==> src/rtl/pipe_ctrl_pkg.sv <==
//------------------------------------------------------------------------------
// pipe_ctrl_pkg: state encodings, shadow limits and control bundle for pipe_ctrl
// Revision: 1.0
//------------------------------------------------------------------------------
`default_nettype none

package pipe_ctrl_pkg;

  localparam logic [1:0] PC_RUN    = 2'd0;
  localparam logic [1:0] PC_SHADOW = 2'd1;
  localparam logic [1:0] PC_HALT   = 2'd2;

  localparam int FLUSH_SHADOW_MAX = 3;
  localparam int SHADOW_W         = 2;

  typedef struct packed {
    logic pc_en;
    logic pc_load;
    logic ifid_en;
    logic idex_en;
    logic exma_en;
    logic mamo_en;
    logic ifid_flush;
    logic idex_bubble;
  } ctrl_t;

endpackage

`default_nettype wire

==> src/rtl/pipe_ctrl_satcnt.sv <==
//------------------------------------------------------------------------------
// pipe_ctrl_satcnt: CNT_W-bit up counter that sticks at all-ones
// Revision: 1.0
//------------------------------------------------------------------------------
`default_nettype none

module pipe_ctrl_satcnt #(
  parameter int CNT_W = 32
) (
  input  logic             clk,
  input  logic             rst_n,
  input  logic             inc,
  output logic [CNT_W-1:0] cnt
);

  always_ff @(posedge clk or negedge rst_n) begin
    if (!rst_n) begin
      cnt <= '0;
    end else if (inc && (cnt != '1)) begin
      cnt <= cnt + CNT_W'(1);
    end
  end

endmodule

`default_nettype wire

==> src/rtl/pipe_ctrl.sv <==
//------------------------------------------------------------------------------
// pipe_ctrl: pipeline enable/flush/bubble/PC controller for IF/ID/EX/MA/MO.
// Optional perf counters under macro PIPE_CTRL_PERF_EN. Revision: 1.0
//------------------------------------------------------------------------------
`default_nettype none

module pipe_ctrl
  import pipe_ctrl_pkg::*;
#(
  parameter int FLUSH_SHADOW = 1,
  parameter int CNT_W        = 32
) (
  input  logic             iw_clk,
  input  logic             iw_rst_n,
  input  logic             iw_stall_req,
  input  logic             iw_flush_req,
  input  logic             iw_mem_busy,
  input  logic             iw_halt,
  input  logic             iw_resume,
  output logic             ow_pc_en,
  output logic             ow_pc_load,
  output logic             ow_ifid_en,
  output logic             ow_idex_en,
  output logic             ow_exma_en,
  output logic             ow_mamo_en,
  output logic             ow_ifid_flush,
  output logic             ow_idex_bubble,
  output logic             ow_halted,
  output logic [CNT_W-1:0] ow_stall_cnt,
  output logic [CNT_W-1:0] ow_flush_cnt
);

  localparam logic [SHADOW_W-1:0] SHADOW_LOAD = SHADOW_W'(FLUSH_SHADOW);

  logic [1:0]          state;
  logic [1:0]          state_nxt;
  logic [SHADOW_W-1:0] shadow_cnt;
  logic [SHADOW_W-1:0] shadow_nxt;
  logic                flush_pend;
  logic                pend_nxt;
  logic                stall_go;
  ctrl_t               ctrl;

  always_ff @(posedge iw_clk or negedge iw_rst_n) begin
    if (!iw_rst_n) begin
      state      <= PC_RUN;
      shadow_cnt <= '0;
      flush_pend <= 1'b0;
    end else begin
      state      <= state_nxt;
      shadow_cnt <= shadow_nxt;
      flush_pend <= pend_nxt;
    end
  end

  // Priority chain: halted state, halt, mem_busy, flush (live or pending), shadow, stall, normal.
  always_comb begin
    ctrl       = '0;
    state_nxt  = state;
    shadow_nxt = shadow_cnt;
    pend_nxt   = flush_pend;
    stall_go   = 1'b0;
    if (state == PC_HALT) begin
      pend_nxt = 1'b0;
      if (iw_resume && !iw_halt) begin
        state_nxt = PC_RUN;
      end
    end else if (iw_halt) begin
      ctrl.mamo_en = 1'b1;
      state_nxt    = PC_HALT;
      shadow_nxt   = '0;
      pend_nxt     = 1'b0;
    end else if (iw_mem_busy) begin
      pend_nxt = flush_pend | iw_flush_req;
    end else if (iw_flush_req || flush_pend) begin
      ctrl     = '1;
      pend_nxt = 1'b0;
      if (FLUSH_SHADOW > 0) begin
        state_nxt  = PC_SHADOW;
        shadow_nxt = SHADOW_LOAD;
      end else begin
        state_nxt  = PC_RUN;
        shadow_nxt = '0;
      end
    end else if (state == PC_SHADOW) begin
      ctrl             = '1;
      ctrl.pc_load     = 1'b0;
      ctrl.idex_bubble = 1'b0;
      shadow_nxt       = shadow_cnt - SHADOW_W'(1);
      if (shadow_cnt <= SHADOW_W'(1)) begin
        state_nxt  = PC_RUN;
        shadow_nxt = '0;
      end
    end else if (iw_stall_req) begin
      stall_go         = 1'b1;
      ctrl.idex_en     = 1'b1;
      ctrl.exma_en     = 1'b1;
      ctrl.mamo_en     = 1'b1;
      ctrl.idex_bubble = 1'b1;
    end else begin
      ctrl.pc_en   = 1'b1;
      ctrl.ifid_en = 1'b1;
      ctrl.idex_en = 1'b1;
      ctrl.exma_en = 1'b1;
      ctrl.mamo_en = 1'b1;
    end
  end

  // Reset forces every control low even though the outputs are combinational.
  assign ow_pc_en       = iw_rst_n & ctrl.pc_en;
  assign ow_pc_load     = iw_rst_n & ctrl.pc_load;
  assign ow_ifid_en     = iw_rst_n & ctrl.ifid_en;
  assign ow_idex_en     = iw_rst_n & ctrl.idex_en;
  assign ow_exma_en     = iw_rst_n & ctrl.exma_en;
  assign ow_mamo_en     = iw_rst_n & ctrl.mamo_en;
  assign ow_ifid_flush  = iw_rst_n & ctrl.ifid_flush;
  assign ow_idex_bubble = iw_rst_n & ctrl.idex_bubble;
  assign ow_halted      = iw_rst_n & (state == PC_HALT);

`ifdef PIPE_CTRL_PERF_EN
  pipe_ctrl_satcnt #(.CNT_W(CNT_W)) u_stall_cnt (
    .clk   (iw_clk),
    .rst_n (iw_rst_n),
    .inc   (stall_go),
    .cnt   (ow_stall_cnt)
  );

  pipe_ctrl_satcnt #(.CNT_W(CNT_W)) u_flush_cnt (
    .clk   (iw_clk),
    .rst_n (iw_rst_n),
    .inc   (ctrl.pc_load),
    .cnt   (ow_flush_cnt)
  );
`else
  logic unused_perf;
  assign unused_perf  = stall_go;
  assign ow_stall_cnt = '0;
  assign ow_flush_cnt = '0;
`endif

endmodule

`default_nettype wire

==> config.mk <==
export PLATFORM = sky130hd
export DESIGN_NAME = pipe_ctrl
export DESIGN_NICKNAME = d
export VERILOG_FILES = /design/src/rtl/pipe_ctrl_pkg.sv /design/src/rtl/pipe_ctrl_satcnt.sv /design/src/rtl/pipe_ctrl.sv
export SDC_FILE = /design/constraint.sdc
export NUM_CORES = 1
export LEC_CHECK = 0
export CORE_MARGIN = 5
export CORE_UTILIZATION = 27
export DETAILED_ROUTE_END_ITERATION = 7
export PLACE_DENSITY = 0.77
export SYNTH_ARGS = -nofsm -noshare
export SYNTH_HDL_FRONTEND = slang
export SYNTH_HIERARCHICAL = 1
export SYNTH_SLANG_ARGS = --single-unit
==> constraint.sdc <==
create_clock -name iw_clk -period 1.4 [get_ports iw_clk]
set_input_delay 0.21 -clock iw_clk [delete_from_list [all_inputs] [get_ports iw_clk]]
set_output_delay 0.21 -clock iw_clk [all_outputs]
set_load 0.02 [all_outputs]
Word level (Yosys, flattened, before mapping)
Cells that the tools add are included.
{"block": "op_classes", "addsub": 1, "order_cmp": 1, "n_eq_ne": 5, "muxes": 28, "bitwise": 11, "reduce_logical": 9}
{"cell": "$mux W2", "count": 13}
{"cell": "$mux W8", "count": 3}
{"cell": "$reduce_bool A4 Y1", "count": 3}
{"cell": "$mux W1", "count": 10}
{"cell": "$and A1 B1 Y1", "count": 9}
{"cell": "$mux W5", "count": 1}
{"cell": "$mux W4", "count": 1}
{"cell": "$ne A2 B1 Y1 const B", "count": 2}
{"cell": "$reduce_and A4 Y1", "count": 1}
{"cell": "$ne A3 B1 Y1 const B", "count": 1}
{"cell": "$reduce_and A3 Y1", "count": 1}
{"cell": "$reduce_bool A3 Y1", "count": 1}
{"cell": "$eq A2 B1 Y1 const B", "count": 1}
{"cell": "$eq A2 B2 Y1 const B", "count": 1}
{"cell": "$le A2 B1 Y1 const B", "count": 1}
{"cell": "$sub A2 B1 Y2 const B", "count": 1}
{"cell": "$logic_and A1 B1 Y1", "count": 1}
{"cell": "$logic_not A1 Y1", "count": 1}
{"cell": "$logic_or A1 B1 Y1", "count": 1}
{"cell": "$not A1 Y1", "count": 1}
{"cell": "$or A1 B1 Y1", "count": 1}
{"block": "totals", "regBits": 5, "inputBits": 7, "out_inout_bits": 73, "word_cells": 58}

Longest topological paths before layout
{"block": "depth", "depth_word": 7, "mapped_depth": 4, "depth_no_buf": 3}

Worst setup path after synthesis
OpenSTA, ideal clock, no wires.
{"block": "synth_timing", "path_kind": "register -> output", "start": "reg state[0]", "end": "out ow_pc_en", "arrival_time_ps": 1346, "required_ps": 1190, "setup_slack_ps": -156, "path_stages_with_launch": 5, "path_buffers": 1, "path_cell_list": "dfrtp_1 > nand2b_1 > nand3_1 > a31oi_1 > buf_4"}
{"block": "synth_via", "elab_chain_cells": 7, "elab_cells_between_ends": 8, "classes_between": "eq/ne (2); mux (5); bitwise (1)"}
{"item": "start: declaration", "line": "pipe_ctrl.sv:35", "rtl": "logic [1:0] state;"}
{"item": "start signal: assignment", "line": "pipe_ctrl.sv:50", "rtl": "state <= state_nxt;"}
{"item": "$eq A2 B1 Y1", "line": "pipe_ctrl.sv:85", "rtl": "end else if (state == PC_SHADOW) begin"}
{"item": "$mux W1", "line": "pipe_ctrl.sv:85"}
{"item": "$mux W8", "line": "pipe_ctrl.sv:75", "rtl": "end else if (iw_flush_req || flush_pend) begin"}
{"item": "$mux W8", "line": "pipe_ctrl.sv:73", "rtl": "end else if (iw_mem_busy) begin"}
{"item": "$mux W5", "line": "pipe_ctrl.sv:68", "rtl": "end else if (iw_halt) begin"}
{"item": "$mux W8 *", "line": "pipe_ctrl.sv:63", "rtl": "if (state == PC_HALT) begin"}
{"item": "$and A1 B1 Y1 *", "line": "pipe_ctrl.sv:110", "rtl": "assign ow_pc_en = iw_rst_n & ctrl.pc_en;"}
{"item": "end: declaration", "line": "pipe_ctrl.sv:20", "rtl": "output logic ow_pc_en,"}
Mark *: on every way between the ends. The rest lies on a longest branch, timed or not.

Worst setup path after layout
{"block": "layout_timing", "start": "reg state[0]", "end": "reg shadow_cnt[0]"}
{"block": "layout_via", "elab_chain_cells": 3, "elab_cells_between_ends": 5, "classes_between": "eq/ne (2); bitwise (1); reduce/logical (2)"}
{"item": "$eq A2 B1 Y1 / $eq A2 B2 Y1 (equally long branches)", "line": "pipe_ctrl.sv:85, pipe_ctrl.sv:63"}
{"item": "$reduce_bool A3 Y1 (no line) / $not A1 Y1 (equally long branches)"}
{"item": "$reduce_and A3 Y1 (no line) *"}
{"item": "end signal: assignment", "line": "pipe_ctrl.sv:51", "rtl": "shadow_cnt <= shadow_nxt;"}
{"item": "end: declaration", "line": "pipe_ctrl.sv:37", "rtl": "logic [SHADOW_W-1:0] shadow_cnt;"}
Marked as above.
A chain may end at the register's enable or synchronous reset.

==> results.py <==
metrics = {
    "floorplanning": {
        "core_area_sq_um": 2980,
        "die_y_um": 65.1,
        "start_util_pct": 27.6,
        "die_w_um": 65.1,
        "dieArea_sq_um": 4240,
        "rows": 20,
        "pin_count": 80,
    },
    "synth": {
        "netlist.area_leader.share_pct": 60.4,
        "synth_warnings": 6,
        "ys_types": 23,
        "ys_async_sr_fraction_pct": 100,
        "ys.flop_type": "dfrtp_1",
        "synth_edf_count": 0,
        "synth_cells": 104,
        "ys_ff_latch": 5,
        "synth.avg_cell_area_sq_um": 7.89,
        "netlist_area_sq_um": 821,
        "yosysSeqAreaShare_pct": 15.2,
        "synth_area_leaders": "buf_4, dfrtp_1, nand2b_1, a21oi_1, mux2_4",
        "netlist.top_cell.by_area": "buf_4",
    },
    "layout": {
        "fill_cells": 323,
        "stdcell_count": 165,
        "antenna_cells": 0,
        "mostFrequentLayoutCells": "conb_1, buf_6, buf_4, dfrtp_1, dlygate4sd2_1",
        "design_area_sq_um": 971,
        "layout_commonest_cell": "conb_1",
        "finalNetCount": 140,
        "drive_above_1_share_pct": 28.8,
        "area_growth_pct": 18.3,
    },
    "pwr": {
        "worst_ir_drop_vdd_mv": 0.265,
        "p_per_area_nw_per_um2": 673,
        "cellLeakagePower_nw": 0.526,
    },
    "timing": {
        "slew_violations": 0,
        "fin_crit_sh_pct": 112,
        "min_period_ns": 1.57,
        "grt_setup_unrepaired": "true",
        "fmax_mhz": 639,
        "finalHoldViolCount": 0,
        "layout_setup_ws_ns": -0.165,
        "setup_viol": 7,
        "skew_ns": 0.00119,
    },
    "global_route": {
        "grt_pass1_vias": 432,
        "grt_overflow": 0,
        "grt_util_all_layers_pct": 5.82,
        "antenna_found_initial": 0,
        "grt_max_degree": 9,
        "grt_pass1_wl_um": 1920,
    },
    "min_path": {
        "holdCritPathClass": "primary input to async pin",
    },
    "worst_setup_path": {
        "end_kind": "flip-flop",
        "crit_slowest_cell": "or4_4",
        "worstPathCellList": "buf_6 > or4_4 > and4_4 > mux2_4",
        "worstPathRequired_ns": 1.52,
        "cp_slowest_stage_delay_ns": 0.46,
        "cp_max_fo": 3,
        "rrSetupSlack_ns": -0.17,
        "cp-start-kind": "flip-flop",
        "reg2reg_depth": 4,
        "reg2reg_to": "shadow_cnt[0]$_DFFE_PN0P_",
        "reg2reg_from": "state[0]$_DFFE_PN0P_",
        "critPathKind": "flip-flop to flip-flop",
        "timing.critical_path.arrival_ns": 1.68,
    },
    "cts": {
        "clock-sinks": 5,
        "clkLatencyLatePin_ns": 0.23,
        "cts-htree-levels": 1,
        "clockRootBuffer": "clkbuf_4",
        "cts_made_buffers": 3,
        "cts_tree": "yes",
        "clockBufferDepth": 2,
        "clkTransAtPathRegs_ns": 0.04,
    },
    "routing": {
        "antenna_left": 0,
        "drt_wl_total_um": 1540,
        "vias": 559,
        "wire_per_inst_um": 9.35,
        "drc": 0,
        "drt-initial-drc-count": 8,
        "wl_met1_um": 482,
        "wl_met3_um": 198,
        "dr.pass1.iters": 3,
        "top_layer_used": "met3",
        "via_per_inst": 3.39,
        "met2_wirelength_um": 862,
    },
    "run_status": {
        "status": "finished with violations",
        "violations": "negative setup slack",
    },
    "placement": {
        "dp_cells": 158,
        "dpl-instance-area_sq_um": 833,
        "hpwl_um": 1310,
        "io_buffers": 15,
        "pre_cts_ws_ns": -0.649,
        "gp_congestion": 0.813,
    },
    "flow_run": {
        "cap_violations": 0,
    },
}
repair_timing:
action / 4_1_cts / 5_1_grt
buffers inserted: 1 / 1
gates resized for setup: 56 / 22
pin swaps: 3 / 1
setup endpoints to repair: 11 / 11
hold endpoints to repair: 2 / 0
hold buffers: 1 / 0
sequential cells by signal, indices dropped and copies added (netlist names):
register	flops
state	2
flush_pend	1
shadow_cnt	2
worst max-delay path by stage:
stage | startpoint | end | slack, ns | depth (start not counted)
final | state[0]$_DFFE_PN0P_ | shadow_cnt[0]$_DFFE_PN0P_ | -0.17 | 4
after global routing | state[0]$_DFFE_PN0P_ | shadow_cnt[0]$_DFFE_PN0P_ | -0.20 | 4
after CTS | state[0]$_DFFE_PN0P_ | shadow_cnt[0]$_DFFE_PN0P_ | -0.16 | 4
after detailed placement | iw_rst_n | ow_ifid_en | -0.65 | 4
after global placement | iw_rst_n | ow_ifid_en | -0.60 | 4
after floorplan | state[0]$_DFFE_PN0P_ | shadow_cnt[0]$_DFFE_PN0P_ | -0.04 | 3
logic make-up after synthesis:
kind of cell	Yosys count	synth area share, %
buffers and inverters	69	61.7
AND/OR/NAND/NOR	18	13.6
AO/OA/AOI/OAI	10	7.17
flip-flops	5	15.2
multiplexers	1	1.83
other	1	0.457
stage by stage:
| stage | hold slack (ns) | TNS [ns] | power, mW | util (%) |
|---|---|---|---|---|
| after floorplan | -0.0856 | -0.0630 | 0.513 | - |
| after global placement | 0.423 | -5.82 | 0.449 | 28.0 |
| after detailed placement | 0.437 | -6.27 | 0.452 | 28.0 |
| after CTS | 0.128 | -0.434 | 0.637 | 29.8 |
| after global routing | 0.150 | -1.15 | 0.699 | 32.6 |
| final | 0.143 | -0.538 | 0.654 | 32.6 |
cells in the mapped netlist, types with 2 or more instances:
library cell / instances
buf_4: 66
inv_1: 3
a21oi_1: 4
nand2b_1: 4
nor2_1: 4
dfrtp_1: 5
o21ai_0: 2
metal layers:
layer,track usage [%],up-vias
met2,10.2,40
met3,1.71,0
met4,3.11,0
met5,0,-
li1,-,265
met1,6.27,254
report_power, final:
part           internal (mW)  switching (mW)
clock network          0.107          0.0536
logic                 0.0964           0.229
registers              0.157          0.0111
total                  0.360           0.293
cell type report:
| class | instances | area (sq um) | share of cell area, % |
|---|---|---|---|
| sequential | 5 | 125 | 12.9 |
| timing repair buffer | 27 | 260 | 26.8 |
| tap | 33 | 41.3 | 4.25 |
| clock buffer | 4 | 26.3 | 2.71 |
| inverter | 3 | 13.8 | 1.42 |
| multi-input combinational | 93 | 504 | 51.9 |
worst max-delay path, delay by kind of cell (launching register included):
| family | cells | cell delay (ns) |
|---|---|---|
| simple gates | 2 | 0.63 |
| flops | 1 | 0.40 |
| mux | 1 | 0.29 |
| buf+inv | 1 | 0.13 |
No activity file was read; power rests on OpenSTA's default activity.
